--- config.mk ---
export PLATFORM = sky130hd
export DESIGN_NAME = seq_subtract_divider
export DESIGN_NICKNAME = d
export VERILOG_FILES = /design/src/rtl/seq_subtract_divider.sv
export SDC_FILE = /design/constraint.sdc
export NUM_CORES = 1
export LEC_CHECK = 0
export CORE_ASPECT_RATIO = 1.5
export CORE_UTILIZATION = 46
export CTS_CLUSTER_SIZE = 20
export DETAILED_ROUTE_END_ITERATION = 7
export GPL_TIMING_DRIVEN = 1
export PLACE_DENSITY = 0.74
export SLEW_MARGIN = 20
export SYNTH_ARGS = -nofsm -noshare
export SYNTH_HDL_FRONTEND = slang
export SYNTH_SLANG_ARGS = --single-unit
export TNS_END_PERCENT = 10
--- constraint.sdc ---
create_clock -name Clk -period 2.3 [get_ports Clk]
set_input_delay 0.23 -clock Clk [delete_from_list [all_inputs] [get_ports Clk]]
set_output_delay 0.23 -clock Clk [all_outputs]
set_load 0.05 [all_outputs]
--- src/rtl/seq_subtract_divider.sv ---
// Sequential restoring divider: one quotient bit per clock, MSB first.
// Division by zero finishes immediately with Q = all ones and R = N.
module seq_subtract_divider #(
    parameter int WIDTH      = 4,
    parameter int DELAY_RISE = 0,
    parameter int DELAY_FALL = 0
) (
    input  logic             Clk,
    input  logic             Clear_bar,
    input  logic             Start,
    input  logic [WIDTH-1:0] N,
    input  logic [WIDTH-1:0] D,
    output logic [WIDTH-1:0] Q,
    output logic [WIDTH-1:0] R,
    output logic             Busy,
    output logic             Done,
    output logic             DivZero
);

    localparam int CW = $clog2(WIDTH + 1);

    typedef enum logic [1:0] {
        IDLE,
        RUN,
        DONE
    } state_t;

    state_t r_state;
    state_t w_nextState;

    logic [WIDTH-1:0] r_dividend;
    logic [WIDTH-1:0] r_divisor;
    logic [WIDTH-1:0] r_quot;
    logic [WIDTH-1:0] r_partRem;
    logic [CW-1:0]    r_count;
    logic             r_divZero;

    logic             w_accept;
    logic             w_lastStep;
    logic             w_borrow;
    logic [WIDTH:0]   w_shifted;
    logic [WIDTH:0]   w_diff;

    if (WIDTH < 2 || WIDTH > 16 || DELAY_RISE < 0 || DELAY_FALL < 0) begin : g_badParams
        $error("seq_subtract_divider: illegal parameter value");
    end

    // Stored remainder is always below the divisor, so after the shift it fits
    // in WIDTH+1 bits and the top bit of the difference is exactly the borrow.
    assign w_shifted  = {r_partRem, r_dividend[WIDTH-1]};
    assign w_diff     = w_shifted - {1'b0, r_divisor};
    assign w_borrow   = w_diff[WIDTH];
    assign w_lastStep = (r_count == CW'(1));

    always_ff @(posedge Clk or negedge Clear_bar) begin
        if (!Clear_bar) begin
            r_state <= IDLE;
        end else begin
            r_state <= w_nextState;
        end
    end

    always_comb begin
        w_nextState = r_state;
        w_accept    = 1'b0;
        Busy        = 1'b0;
        Done        = 1'b0;
        case (r_state)
            IDLE: begin
                if (Start) begin
                    w_accept    = 1'b1;
                    w_nextState = (D == '0) ? DONE : RUN;
                end
            end
            RUN: begin
                Busy = 1'b1;
                if (w_lastStep) begin
                    w_nextState = DONE;
                end
            end
            DONE: begin
                Done = 1'b1;
                if (Start) begin
                    w_accept    = 1'b1;
                    w_nextState = (D == '0) ? DONE : RUN;
                end
            end
            default: begin
                w_nextState = IDLE;
            end
        endcase
    end

    always_ff @(posedge Clk or negedge Clear_bar) begin
        if (!Clear_bar) begin
            r_dividend <= '0;
            r_divisor  <= '0;
            r_quot     <= '0;
            r_partRem  <= '0;
            r_count    <= '0;
            r_divZero  <= 1'b0;
        end else if (w_accept) begin
            r_dividend <= N;
            r_divisor  <= D;
            r_divZero  <= (D == '0);
            if (D == '0) begin
                r_quot    <= '1;
                r_partRem <= N;
                r_count   <= '0;
            end else begin
                r_quot    <= '0;
                r_partRem <= '0;
                r_count   <= CW'(WIDTH);
            end
        end else if (r_state == RUN) begin
            r_dividend <= {r_dividend[WIDTH-2:0], 1'b0};
            r_quot     <= {r_quot[WIDTH-2:0], ~w_borrow};
            r_partRem  <= w_borrow ? w_shifted[WIDTH-1:0] : w_diff[WIDTH-1:0];
            r_count    <= r_count - CW'(1);
        end
    end

    assign Q       = r_quot;
    assign R       = r_partRem;
    assign DivZero = r_divZero;

endmodule

==> results of run 1 <==
## worst max-delay path by stage
stage                                   start  slack [ns]          endpoint  cells after the start
floorplan                    R[2]$_DFFE_PN0P_        0.09  R[3]$_DFFE_PN0P_                      6
global placement    r_dividend[3]$_DFFE_PN0P_        0.07  R[3]$_DFFE_PN0P_                      8
detailed placement  r_dividend[3]$_DFFE_PN0P_        0.04  R[3]$_DFFE_PN0P_                      8
CTS                 r_dividend[3]$_DFFE_PN0P_       0.006  R[3]$_DFFE_PN0P_                      8
global route        r_dividend[3]$_DFFE_PN0P_        0.02  R[3]$_DFFE_PN0P_                      8
finish              r_dividend[3]$_DFFE_PN0P_        0.08  R[3]$_DFFE_PN0P_                      8
## metrics by stage
step                      cells  utilization  worst slack (ns)
final                       184        0.609            0.0825
after global routing        184        0.609            0.0219
after CTS                   183        0.604           0.00594
after detailed placement    179        0.593            0.0392
after global placement      179        0.593            0.0732
after floorplan             134            -            0.0893
## flip-flops by register name, summed over array words and instances, names as in the netlist
signal / count
DivZero: 1
Q: 4
R: 4
r_count: 3
r_dividend: 4
r_divisor: 4
r_state: 2
## metal layers
layer	vias up	track usage	wire length (um)
met3	7	0.0279	141
met2	43	0.366	1380
met1	516	0.284	1200
met4	0	0.0758	42
li1	521	-	-
met5	-	0	0
## layout make-up
cell class,instances,area [um2]
fillers,231,970
multi-input cells,99,617
flip-flops and latches,22,552
repair buffers,27,253
inverters,8,30.0
well taps,24,30.0
clock buffers,4,26.3
## power breakdown
part | switching [mW] | total [mW] | internal [mW]
clock network | 0.122 | 0.189 | 0.0679
logic | 0.989 | 1.68 | 0.690
registers | 0.150 | 0.728 | 0.578
total | 1.26 | 2.60 | 1.34
## cell families (layout without fill, tap and decap cells)
group                    after synthesis  after routing
AO/OA/AOI/OAI                         37             37
buffers and inverters                 13             39
AND/OR/NAND/NOR                       53             53
flip-flops                            22             22
XOR/XNOR                               1              1
adder cells (fa/ha/maj)                7              7
multiplexers                           1              1
## cells in the final DEF, fill, tap and decap left out, drive strengths merged, types with 2 or more instances in the layout
cell / n
a21o: 2
a21oi: 9
clkdlybuf4s50: 20
and2: 2
nor2b: 3
a31oi: 6
o22ai: 2
a211oi: 2
dfrtp: 22
nor3: 5
nor2: 6
nand2: 26
nand2b: 3
buf: 7
o21ai: 7
inv: 8
a21boi: 2
ha: 6
nand3: 2
clkbuf: 4
and3: 2
## critical path: cells and delay by family, from the launching register on
kind | cells | cell delay [ns]
AO/OA/AOI/OAI | 1 | 0.28
buffers and inverters | 2 | 0.11
flip-flops | 1 | 0.40
adder cells (fa/ha/maj) | 2 | 0.55
AND/OR/NAND/NOR | 3 | 0.77
## timing repair
| action | in CTS | in global routing |
|---|---|---|
| endpoints found under the setup margin | 0 | 3 |
| buffers inserted | 0 | 1 |
| gates resized for setup | 0 | 1 |
| hold buffers | 0 | 0 |
==> report_table.html, run 1 <==
<table>
<tr><th>Metric</th><th>Value</th></tr>
<tr><th colspan="2">STA</th></tr>
<tr><td>Tcrit/Tclk final</td><td>0.964</td></tr>
<tr><td>Post-Route Hold Slack</td><td>roughly 0.24 ns</td></tr>
<tr><td>Count of final setup violators</td><td>0</td></tr>
<tr><td>Maximum clock rate</td><td>451 MHz</td></tr>
<tr><td>Total count of hold-check failures in the final report</td><td>0</td></tr>
<tr><td>Slew of the pin with the lowest slew margin</td><td>a little under 0.5 ns</td></tr>
<tr><td>Worst slew margin</td><td>0.669</td></tr>
<tr><td>Worst clock skew</td><td>around 0.015 ns</td></tr>
<tr><td>Final setup TNS</td><td>0 ns</td></tr>
<tr><td>Final max-slew violation count</td><td>0</td></tr>
<tr><td>Final critical-path required period</td><td>2.22 ns</td></tr>
<tr><td>RSZ-0062 raised after global routing</td><td>no</td></tr>
<tr><th colspan="2">Route</th></tr>
<tr><td>Total DRC errors in the routed layout</td><td>0</td></tr>
<tr><td>DRT iter0 DRCs</td><td>36</td></tr>
<tr><td>Post-detailed-routing wire length</td><td>2760 um</td></tr>
<tr><td>Vias after detailed routing</td><td>1,087</td></tr>
<tr><td>Antenna-violating nets left</td><td>0</td></tr>
<tr><td>TritonRoute pass-1 iters</td><td>6</td></tr>
<tr><td>Mean routed wirelength per cell</td><td>around 15 um</td></tr>
<tr><td>Via/cell ratio</td><td>5.91</td></tr>
<tr><th colspan="2">Critical path</th></tr>
<tr><td>Worst endpoint data arrival time</td><td>roughly 2.4 ns</td></tr>
<tr><td>Ordered cell list for the critical path</td><td>inv_1, ha_1, inv_1, fa_1, and3_4, or3_4, and2_4, o311a_1</td></tr>
<tr><td>Capture instance of the worst register-to-register path</td><td>R[3]$_DFFE_PN0P_</td></tr>
<tr><td>Max stage delay on crit path</td><td>~0.4 ns</td></tr>
<tr><td>Required time of the worst setup path</td><td>between 2 and 3 ns</td></tr>
<tr><td>Worst reg-to-reg path cell count</td><td>8</td></tr>
<tr><td>Launch instance of the worst register-to-register path</td><td>r_dividend[3]$_DFFE_PN0P_</td></tr>
<tr><td>CP startpoint kind</td><td>register</td></tr>
<tr><td>Cell with the largest stage delay on the worst path</td><td>sky130_fd_sc_hd__dfrtp_1</td></tr>
<tr><td>Library cell appearing most often on the critical path</td><td>sky130_fd_sc_hd__inv_1</td></tr>
<tr><td>Worst Path Class, Setup</td><td>reg -&gt; reg</td></tr>
<tr><td>Maximum fanout count along the critical path</td><td>6</td></tr>
<tr><td>Worst Setup End Kind</td><td>register</td></tr>
<tr><td>Worst R2R Setup Slack</td><td>~0.082 ns</td></tr>
<tr><th colspan="2">Synth</th></tr>
<tr><td>Average cell area after synthesis</td><td>9.05 um2</td></tr>
<tr><td>Post-Syn Instances</td><td>roughly 130</td></tr>
<tr><td>Proportion of netlist area held by the largest area contributor</td><td>0.454</td></tr>
<tr><td>Seq cells post-synth</td><td>22</td></tr>
<tr><td>Netlist area before placement</td><td>~1200 um2</td></tr>
<tr><td>Count of cell types in the netlist</td><td>40</td></tr>
<tr><td>Main combinational cell family by area after synthesis</td><td>simple AND/OR/NAND/NOR gates</td></tr>
<tr><td>Leading cell types by total area after synthesis</td><td>sky130_fd_sc_hd__dfrtp_1 45%, sky130_fd_sc_hd__nand2_1 8.0%, sky130_fd_sc_hd__ha_1 6.2%, sky130_fd_sc_hd__a21oi_1 3.7%, sky130_fd_sc_hd__a31oi_1 3.1%</td></tr>
<tr><td>Net count after synthesis</td><td>~150</td></tr>
<tr><td>Mux contribution to synthesized area</td><td>0.00826</td></tr>
<tr><td>Synthesized-area fraction occupied by ao, oa, aoi and oai cells</td><td>0.195</td></tr>
<tr><td>Part of the Yosys area used for sequential elements</td><td>0.454</td></tr>
<tr><td>Xor/xnor share of the synthesized area</td><td>0.00722</td></tr>
<tr><td>Synthesis warning total</td><td>0</td></tr>
<tr><td>Number of enable flip-flop cells after synthesis</td><td>0</td></tr>
<tr><td>Proportion of synthesized flip-flops having asynchronous set or reset</td><td>1.00</td></tr>
<tr><td>Adder-Cell Fraction of Synth Area</td><td>0.0784</td></tr>
<tr><td>Commonest cells in the netlist</td><td>26 x sky130_fd_sc_hd__nand2_1, 22 x sky130_fd_sc_hd__dfrtp_1, 9 x sky130_fd_sc_hd__a21oi_1</td></tr>
<tr><td>Simple-gate share of the synthesized area</td><td>0.216</td></tr>
<tr><td>Flip-flop cell with the highest count after synthesis</td><td>sky130_fd_sc_hd__dfrtp_1</td></tr>
<tr><td>Cell type contributing the most total cell area after synthesis</td><td>sky130_fd_sc_hd__dfrtp_1</td></tr>
<tr><td>Dominant cell by count in the synthesized netlist</td><td>sky130_fd_sc_hd__nand2_1</td></tr>
<tr><th colspan="2">Cells and area</th></tr>
<tr><td>Fin nets</td><td>about 180</td></tr>
<tr><td>Final cell area excluding filler cells</td><td>between 1500 and 2000 um2</td></tr>
<tr><td>Share of final-layout standard cells stronger than drive strength 1</td><td>0.113</td></tr>
<tr><td>Growth of design area from synthesis to finish</td><td>24.4%</td></tr>
<tr><td>Total inserted antenna cells</td><td>0</td></tr>
<tr><th colspan="2">Place</th></tr>
<tr><td>Port Buffer Count</td><td>21</td></tr>
<tr><td>Post-DP HPWL</td><td>1950 um</td></tr>
<tr><td>Placer congestion estimate</td><td>a little over 0.8</td></tr>
<tr><td>Placement Cell Area</td><td>between 1000 and 1500 um2</td></tr>
<tr><th colspan="2">CTS</th></tr>
<tr><td>CTS Buf Count</td><td>3</td></tr>
<tr><td>Clock slew at reported path FFs</td><td>roughly 0.13 ns</td></tr>
<tr><td>Number of buffers on the longest clock path</td><td>2</td></tr>
<tr><td>Insertion delay of the later-clocked pin in the worst-skew pair</td><td>approximately 0.32 ns</td></tr>
<tr><td>Sinks on the clock net</td><td>22</td></tr>
<tr><td>Clock tree from TritonCTS</td><td>built</td></tr>
<tr><td>Cell at the root of the clock tree</td><td>sky130_fd_sc_hd__clkbuf_4</td></tr>
<tr><td>H-tree levels</td><td>1</td></tr>
<tr><th colspan="2">Floorplan</th></tr>
<tr><td>Row cnt</td><td>22</td></tr>
<tr><td>Full die area</td><td>2850 um2</td></tr>
<tr><td>Die extent in y</td><td>about 65 um</td></tr>
<tr><td>Top-level port count</td><td>22</td></tr>
<tr><td>Placeable Area</td><td>2480 um2</td></tr>
<tr><td>Initial core utilization</td><td>0.489</td></tr>
<tr><td>Width of the chip</td><td>43.9 um</td></tr>
<tr><th colspan="2">Global routing</th></tr>
<tr><td>GRT Residual Overflow</td><td>0</td></tr>
<tr><td>Total global-route track usage</td><td>0.218</td></tr>
<tr><td>First-pass GRT wire length</td><td>roughly 4700 um</td></tr>
<tr><td>Antenna violations before repair</td><td>0</td></tr>
<tr><td>Largest net degree at the start of global routing</td><td>23</td></tr>
<tr><td>Via count of the first global-routing pass</td><td>between 1,000 and 1,500</td></tr>
<tr><th colspan="2">Worst hold path</th></tr>
<tr><td>Path type of the worst min-delay path</td><td>in -&gt; async</td></tr>
<tr><th colspan="2">Power</th></tr>
<tr><td>Pwr/cell area</td><td>about 1700 nW/um2</td></tr>
<tr><td>Static leakage</td><td>a little under 0.7 nW</td></tr>
<tr><td>Max IR drop VDD</td><td>1.07 mV</td></tr>
<tr><td>Final Total Pwr</td><td>about 2.6 mW</td></tr>
<tr><th colspan="2">Flow run</th></tr>
<tr><td>Number of maximum-capacitance violations</td><td>0</td></tr>
<tr><th colspan="2">Run status</th></tr>
<tr><td>Run status</td><td>finished clean</td></tr>
</table>
Note: power is estimated with default switching activity, not from simulation.
==> inputs of run 2 (changes only) <==
Settings changed: CTS_CLUSTER_DIAMETER from default to 40, CTS_CLUSTER_SIZE 20 to 30.
==> results of run 2 <==
Final layout, timing and power as in run 1 (identical DEF).
